**config.mk**
```make
export PLATFORM = sky130hd
export DESIGN_NAME = onehot_pulse_decoder
export DESIGN_NICKNAME = d
export VERILOG_FILES = /design/src/rtl/onehot_dec_pkg.sv /design/src/rtl/dwell_timer.sv /design/src/rtl/onehot_pulse_decoder.sv
export SDC_FILE = /design/constraint.sdc
export NUM_CORES = 1
export LEC_CHECK = 0
export ABC_AREA = 1
export CAP_MARGIN = 15
export CELL_PAD_IN_SITES_DETAIL_PLACEMENT = 1
export CELL_PAD_IN_SITES_GLOBAL_PLACEMENT = 2
export CORE_MARGIN = 3
export CORE_UTILIZATION = 25
export DETAILED_ROUTE_END_ITERATION = 10
export PLACE_DENSITY = 0.77
export REMOVE_ABC_BUFFERS = 1
export SYNTH_ARGS = -nofsm -noshare
export SYNTH_HDL_FRONTEND = slang
export SYNTH_SLANG_ARGS = --single-unit
```
**constraint.sdc**
```tcl
create_clock -name clk -period 1.79 [get_ports clk]
set_input_delay 0.2685 -clock clk [delete_from_list [all_inputs] [get_ports clk]]
set_output_delay 0.2685 -clock clk [all_outputs]
set_load 0.01 [all_outputs]
```
**src/rtl/onehot_dec_pkg.sv**
```systemverilog
// rtl/onehot_dec_pkg.sv - shared state enum, counter width and index decode helper
package onehot_dec_pkg;

  localparam int CNT_W = 8;
  localparam int MAX_W = 256;

  typedef enum logic [1:0] {
    ST_IDLE = 2'd0,
    ST_HOLD = 2'd1,
    ST_GAP  = 2'd2
  } state_t;

  // Out-of-range indices decode to all-zero so a caller can never see multi-hot.
  function automatic logic [MAX_W-1:0] idx_to_onehot(input int idx, input int width);
    logic [MAX_W-1:0] r;
    r = '0;
    if (idx >= 0 && idx < width) r = MAX_W'(1) << idx;
    return r;
  endfunction

endpackage

```
**src/rtl/dwell_timer.sv**
```systemverilog
// rtl/dwell_timer.sv - loadable down-counter timing the HOLD and GAP phases
module dwell_timer
  import onehot_dec_pkg::*;
(
  input  logic             clk,
  input  logic             rst_n,
  input  logic             load,
  input  logic [CNT_W-1:0] load_val,
  output logic             zero
);

  logic [CNT_W-1:0] cnt_q, cnt_d;

  // Saturates at zero so the idle state needs no explicit enable.
  always_comb begin
    cnt_d = cnt_q;
    if (load)              cnt_d = load_val;
    else if (cnt_q != '0)  cnt_d = cnt_q - CNT_W'(1);
  end

  always_ff @(posedge clk or negedge rst_n) begin
    if (!rst_n) cnt_q <= '0;
    else        cnt_q <= cnt_d;
  end

  assign zero = (cnt_q == '0);

endmodule

```
**src/rtl/onehot_pulse_decoder.sv**
```systemverilog
// rtl/onehot_pulse_decoder.sv - decodes an accepted index into a timed one-hot strobe
module onehot_pulse_decoder
  import onehot_dec_pkg::*;
#(
  parameter int IDX_W = 3,
  parameter int OUT_W = 8,
  parameter int HOLD  = 4,
  parameter int GAP   = 1
) (
  input  logic             clk,
  input  logic             rst_n,
  input  logic             in_valid,
  output logic             in_ready,
  input  logic [IDX_W-1:0] in_idx,
  input  logic             in_none,
  output logic             out_valid,
  output logic [OUT_W-1:0] out_onehot,
  output logic             err,
  output logic [7:0]       pulse_cnt
);

  if (IDX_W < 1 || IDX_W > 8) begin : g_bad_idx_w
    $error("onehot_pulse_decoder: IDX_W must be 1..8");
  end
  if (OUT_W < 1 || OUT_W > (2 ** IDX_W)) begin : g_bad_out_w
    $error("onehot_pulse_decoder: OUT_W must be 1..2**IDX_W");
  end
  if (HOLD < 1 || HOLD > 255) begin : g_bad_hold
    $error("onehot_pulse_decoder: HOLD must be 1..255");
  end
  if (GAP < 0 || GAP > 255) begin : g_bad_gap
    $error("onehot_pulse_decoder: GAP must be 0..255");
  end

  localparam logic [CNT_W-1:0] HOLD_LD = CNT_W'(HOLD - 1);
  localparam logic [CNT_W-1:0] GAP_LD  = (GAP > 0) ? CNT_W'(GAP - 1) : '0;

  state_t           state_q, state_d;
  logic [OUT_W-1:0] out_onehot_q, out_onehot_d;
  logic             out_valid_q, out_valid_d;
  logic             err_q, err_d;
  logic [CNT_W-1:0] pulse_cnt_q, pulse_cnt_d;

  logic             tmr_load;
  logic [CNT_W-1:0] tmr_load_val;
  logic             tmr_zero;
  logic             accept;
  logic             idx_oor;

  assign accept  = in_valid && (state_q == ST_IDLE);
  assign idx_oor = int'(in_idx) >= OUT_W;

  always_comb begin
    state_d      = state_q;
    out_onehot_d = out_onehot_q;
    out_valid_d  = out_valid_q;
    err_d        = 1'b0;
    pulse_cnt_d  = pulse_cnt_q;
    tmr_load     = 1'b0;
    tmr_load_val = HOLD_LD;
    case (state_q)
      ST_IDLE: begin
        if (accept) begin
          // in_none takes precedence over a range error on the same request.
          if (in_none) begin
            state_d      = ST_HOLD;
            out_onehot_d = '0;
            out_valid_d  = 1'b1;
            tmr_load     = 1'b1;
          end else if (idx_oor) begin
            err_d = 1'b1;
          end else begin
            state_d      = ST_HOLD;
            out_onehot_d = OUT_W'(idx_to_onehot(int'(in_idx), OUT_W));
            out_valid_d  = 1'b1;
            tmr_load     = 1'b1;
          end
        end
      end
      ST_HOLD: begin
        if (tmr_zero) begin
          pulse_cnt_d  = pulse_cnt_q + CNT_W'(1);
          out_onehot_d = '0;
          out_valid_d  = 1'b0;
          if (GAP > 0) begin
            state_d      = ST_GAP;
            tmr_load     = 1'b1;
            tmr_load_val = GAP_LD;
          end else begin
            state_d = ST_IDLE;
          end
        end
      end
      ST_GAP: begin
        if (tmr_zero) state_d = ST_IDLE;
      end
      default: begin
        state_d      = ST_IDLE;
        out_onehot_d = '0;
        out_valid_d  = 1'b0;
      end
    endcase
  end

  always_ff @(posedge clk or negedge rst_n) begin
    if (!rst_n) begin
      state_q      <= ST_IDLE;
      out_onehot_q <= '0;
      out_valid_q  <= 1'b0;
      err_q        <= 1'b0;
      pulse_cnt_q  <= '0;
    end else begin
      state_q      <= state_d;
      out_onehot_q <= out_onehot_d;
      out_valid_q  <= out_valid_d;
      err_q        <= err_d;
      pulse_cnt_q  <= pulse_cnt_d;
    end
  end

  dwell_timer u_timer (
    .clk      (clk),
    .rst_n    (rst_n),
    .load     (tmr_load),
    .load_val (tmr_load_val),
    .zero     (tmr_zero)
  );

  assign in_ready   = (state_q == ST_IDLE);
  assign out_valid  = out_valid_q;
  assign out_onehot = out_onehot_q;
  assign err        = err_q;
  assign pulse_cnt  = pulse_cnt_q;

endmodule

```
==> metrics.cfg, run 1 <==
[status]
run_status = finished clean

[cells_and_area]
drive_above_1_share_pct = 13.74
n_antenna_cell = 0
final_cell_area_um2 = 1869
area_growth_pct = 25.97
fill_cells = 687
stdcell_count = 283
final_nets = 222

[sta]
finalCritPeriodShare_pct = 96.34
setup_violations = 0
fin_skew_ns = 0.002091
rsz0062_at_grt = no
whs_ns = 0.3629
drv_slew = 0
max_freq_ghz = 0.5799
fin_crit_ns = 1.724
hold_viol_final = 0
setup_tns_ns = 0

[synthesis]
avgSynthCellArea_um2 = 8.153
synth_seq_cells = 27
synth_seq_area_share_pct = 45.53
yosys-top-cells-count = 64 x nand2_1, 27 x dfrtp_1, 20 x inv_1
yosysMostFrequentCell = nand2_1
yosys.area.top_type_share_pct = 45.53
synthTopCellsByArea = dfrtp_1 46%, nand2_1 16%, inv_1 5.1%
synth-edff-count = 0
synthArstFlopShare_pct = 100.0
syn-cell-area_um2 = 1484
synth_ff_type = dfrtp_1
ys_types = 27
syn_inst = 182
synth_top_area_cell = dfrtp_1
yosys_warnings = 0

[place]
placed_cell_area_um2 = 1822
placed_cells = 279
gp_congestion = 0.7168
port_buffers = 24
hpwl_um = 2663

[floorplan]
num_rows = 27
core-area_um2 = 5642
die_y_um = 83.05
die_x_um = 83.05
dieArea_um2 = 6896
io-pin-count = 26
initial_utilization_pct = 26.30

[clock_network]
numCtsBuffers = 3
root_buffer = clkbuf_8
cts_sinks = 27
cts_htree_levels = 1
cts_tree = built
cts_setup_buffers = 0
clockBufferDepth = 2
clk_latency_ns = 0.28
clk_pin_slew_ns = 0.10

[setup_path]
crit_required_ns = 1.52
worstSetupPathType = reg -> out
endpoint_kind = primary output
critPathMaxFanout = 4
cpLargestDelayFamily = buffers and inverters
reg2reg_depth = 9
worstPathCellList = nor2_4 -> clkdlybuf4s50_1
path_buf_inv = 1
crit_slowest_cell = clkdlybuf4s50_1
rr_endpoint = out_onehot[3]
r2r_slack_ns = 0.31
r2r-start = u_timer.cnt_q[1]
critPathArrivalTime_ns = 1.46
critPathLaunchType = register
slowest_delay_ns = 0.56

[route]
drc = 0
dr.pass1.iters = 4
wl_per_cell_um = 12.19
antenna_left = 0
drt-initial-drc-count = 34
via_count = 1248
drt_wl_total_um = 3450
viasPerCell = 4.410

[global_routing]
grt_overflow = 0
grt_usage_pct = 11.30
grt_pass1_vias = 1385
grt_max_degree = 28
antenna_found_initial = 0
grt_pass1_wl_um = 6555

[pwr]
vdd_drop_max_v = 0.0004081
power_density_nw_per_um2 = 1336
total_power_mw = 2.498
p_leak_nw = 0.9048

[hold_path]
hold_class = in -> async

[job]
drv_cap = 0

==> metrics by stage <==
step / worst slack [ns] / util [%]
detailed placement: 0.2710 / 32.29
global placement: 0.2922 / 32.29
floorplan: 0.4419 / -
CTS: 0.02117 / 33.11
global route: 0.01341 / 33.13
finish: 0.06556 / 33.13
==> area by class of cell <==
class,count,area (um2),share of cell area [%]
Timing Repair Buffer,26,255.2,13.65
Clock buffer,3,41.29,2.209
Inverter,22,87.58,4.685
Multi-Input combinational cell,132,713.2,38.15
Tap cell,72,90.09,4.819
Sequential cell,27,676.9,36.21
Clock inverter,1,5.005,0.2677
==> placed cells by master (no fill, tap or decap) <==
master           instances
clkbuf_8                 3
clkinv_2                 1
o21bai_1                 1
o21ai_0                  2
buf_4                    2
clkdlybuf4s50_1         24
nand2_2                  3
nand3_2                  1
clkinv_4                 1
inv_2                    1
inv_1                   20
nand2_4                  4
o21ai_2                  3
nor3b_2                  1
xnor2_1                  4
xor2_1                   3
dfrtp_2                  1
nor2_4                   5
o21ai_1                  2
nor2_2                   2
nand2_1                 64
a21oi_1                  2
nor3_2                   1
dfrtp_1                 26
nor3_1                   5
nand4_1                  4
nand3_1                  7
nand3b_1                 1
conb_1                   1
ha_1                     3
nor2_1                  13
==> repair_timing <==
item                       CTS  global route
setup endpoints to repair    0             1
hold endpoints to repair     0             0
resized for setup            0             1
hold buffers                 0             0
==> registers in the layout (all words and copies together) (netlist names) <==
| name | count |
|---|---|
| out_valid | 1 |
| out_onehot | 8 |
| pulse_cnt | 8 |
| state_q | 2 |
| u_timer.cnt_q | 8 |
==> logic make-up (layout without fill, tap and decap cells) <==
group	Yosys count	after routing	synth area share [%]
AO/OA/AOI/OAI	10	10	4.301
AND/OR/NAND/NOR	111	111	36.85
buffers and inverters	23	52	6.408
other	1	1	0.2527
flip-flops	27	27	45.53
adder cells (fa/ha/maj)	3	3	2.530
XOR/XNOR	7	7	4.132
==> power by group <==
group	total (mW)	internal [mW]	switching (mW)	leakage, nW
clock	0.361	0.156	0.204	0.0255
sequential	0.953	0.775	0.178	0.354
combinational	1.18	0.490	0.694	0.525
==> per-layer routing <==
layer  vias to the layer above  share of wire, %  global-route usage (%)
met5                         -                 0                       0
met4                         0              0.78                   2.675
met3                         4               5.1                   2.976
met2                        22                45                   18.66
met1                       597                49                   14.72
li1                        625                 -                       -
==> worst max path at each step <==
stage / startpoint / endpoint / slack, ns / cells past startpoint
after global placement: in_valid / out_onehot[3] / 0.29 / 6
after CTS: state_q[1] / in_ready / 0.02 / 2
final: state_q[1] / in_ready / 0.07 / 2
after floorplan: u_timer.cnt_q[0] / out_valid / 0.44 / 9
after global routing: state_q[1] / in_ready / 0.01 / 2
after detailed placement: in_valid / out_onehot[1] / 0.27 / 6
No activity file was read; power rests on OpenSTA's default activity.
==> run 2: changes to the inputs <==
- CORE_MARGIN: 3 -> 2
- CTS_CLUSTER_DIAMETER: default -> 50
==> metrics.cfg, run 2 (synthesis results as in run 1) <==
[cells_and_area]
final_common_cell = nand2_1
drive_above_1_share_pct = 13.74
n_antenna_cell = 0
final_nets = 222
stdcell_count = 286
area_growth_pct = 26.22
mostFrequentLayoutCells = 64 x nand2_1, 26 x dfrtp_1, 24 x clkdlybuf4s50_1, 20 x inv_1, 13 x nor2_1

[clock_network]
clockBufferDepth = 2
cts_resized = 0
cts_setup_buffers = 0
ctsHoldBuffers = 0
cts_tree = built
numCtsBuffers = 3
cts_sinks = 27
clk_latency_ns = 0.27
clk_pin_slew_ns = 0.10
cts_htree_levels = 1
root_buffer = clkbuf_8

[floorplan]
io-pin-count = 26
die_x_um = 81.05
num_rows = 28
core-area_um2 = 5816
initial_utilization_pct = 25.52
die_y_um = 81.05
dieArea_um2 = 6568

[sta]
fin_skew_ns = 0.002211
setup_tns_ns = 0
drv_slew = 0
setup_violations = 0
hold_viol_final = 0
rsz0062_at_grt = no
max_freq_ghz = 0.5770
fin_crit_ns = 1.733
finalCritPeriodShare_pct = 96.83

[setup_path]
worstSetupPathType = reg -> out
critPathMaxFanout = 4
endpoint_kind = primary output
critPathLaunchType = register
critPathArrivalTime_ns = 1.46
crit_required_ns = 1.52

[pwr]
p_leak_nw = 0.9048
power_density_nw_per_um2 = 1326
vdd_drop_max_v = 0.0004857

[route]
drc = 0
viasPerCell = 4.287
drt-initial-drc-count = 47
dr.pass1.iters = 4
wl_per_cell_um = 11.75
antenna_left = 0
via_count = 1226
drt_wl_total_um = 3361

[status]
run_status = finished clean

[global_routing]
grt_usage_pct = 11.99
grt_overflow = 0
grt_pass1_vias = 1321
grt_max_degree = 28
grt_pass1_wl_um = 6161
antenna_found_initial = 0

[job]
drv_cap = 0

[hold_path]
hold_class = in -> async

[place]
hpwl_um = 2552
port_buffers = 24
placed_cells = 282
gp_congestion = 0.7267

-- run 2: where the power goes --
group / internal [mW] / switching [mW]
registers: 0.775 / 0.183
clock network: 0.156 / 0.203
logic: 0.489 / 0.678
-- run 2: per-layer routing --
metal | vias up | wire length (um) | global-route usage (%)
li1 | 623 | - | -
met1 | 577 | 1755 | 17.27
met2 | 21 | 1460 | 18.26
met3 | 5 | 105 | 2.222
met4 | 0 | 40 | 3.559
met5 | - | 0 | 0
-- run 2: path summary, 6_finish.rpt --
check                                 startpoint                to  slack [ns]  cells after the start
worst max-delay path                  state_q[1]          in_ready        0.06                      2
worst min-delay path                       rst_n  u_timer.cnt_q[0]        0.36                      2
worst max register to register  u_timer.cnt_q[1]     out_onehot[2]        0.31                      9
worst min register to register     out_onehot[7]     out_onehot[7]        0.48                      2
max in group asynchronous                  rst_n        state_q[1]        1.15                      2
min in group clk                   out_onehot[7]     out_onehot[7]        0.48                      2
-- run 2: critical path, stage by stage, from the launching register on --
cell and delay, ns:
dfrtp_2 0.47, nor2_4 0.17, clkdlybuf4s50_1 0.55
-- run 2: stage by stage --
stage          hold slack [ns]  utilization [%]  total power, mW  area [um2]  setup WS [ns]
2_1_floorplan         -0.02709                -            1.737        1476         0.4419
3_3_place_gp            0.4672            31.39            2.159        1826         0.2908
3_5_place_dp            0.4619            31.39            2.169        1826         0.2356
4_1_cts                 0.3750            32.19            2.540        1872       0.008168
5_1_grt                 0.3998            32.21            2.742        1873       0.008098
6_report                0.3595            32.21            2.484        1873        0.05677
-- run 2: area by class of cell --
cell class	count	area [um2]
fill	738	3943
multi-input combinational	132	713.2
sequential	27	676.9
timing repair buffer	26	255.2
tap	75	93.84
inverter	22	87.58
clock buffer	3	41.29
clock inverter	1	5.005
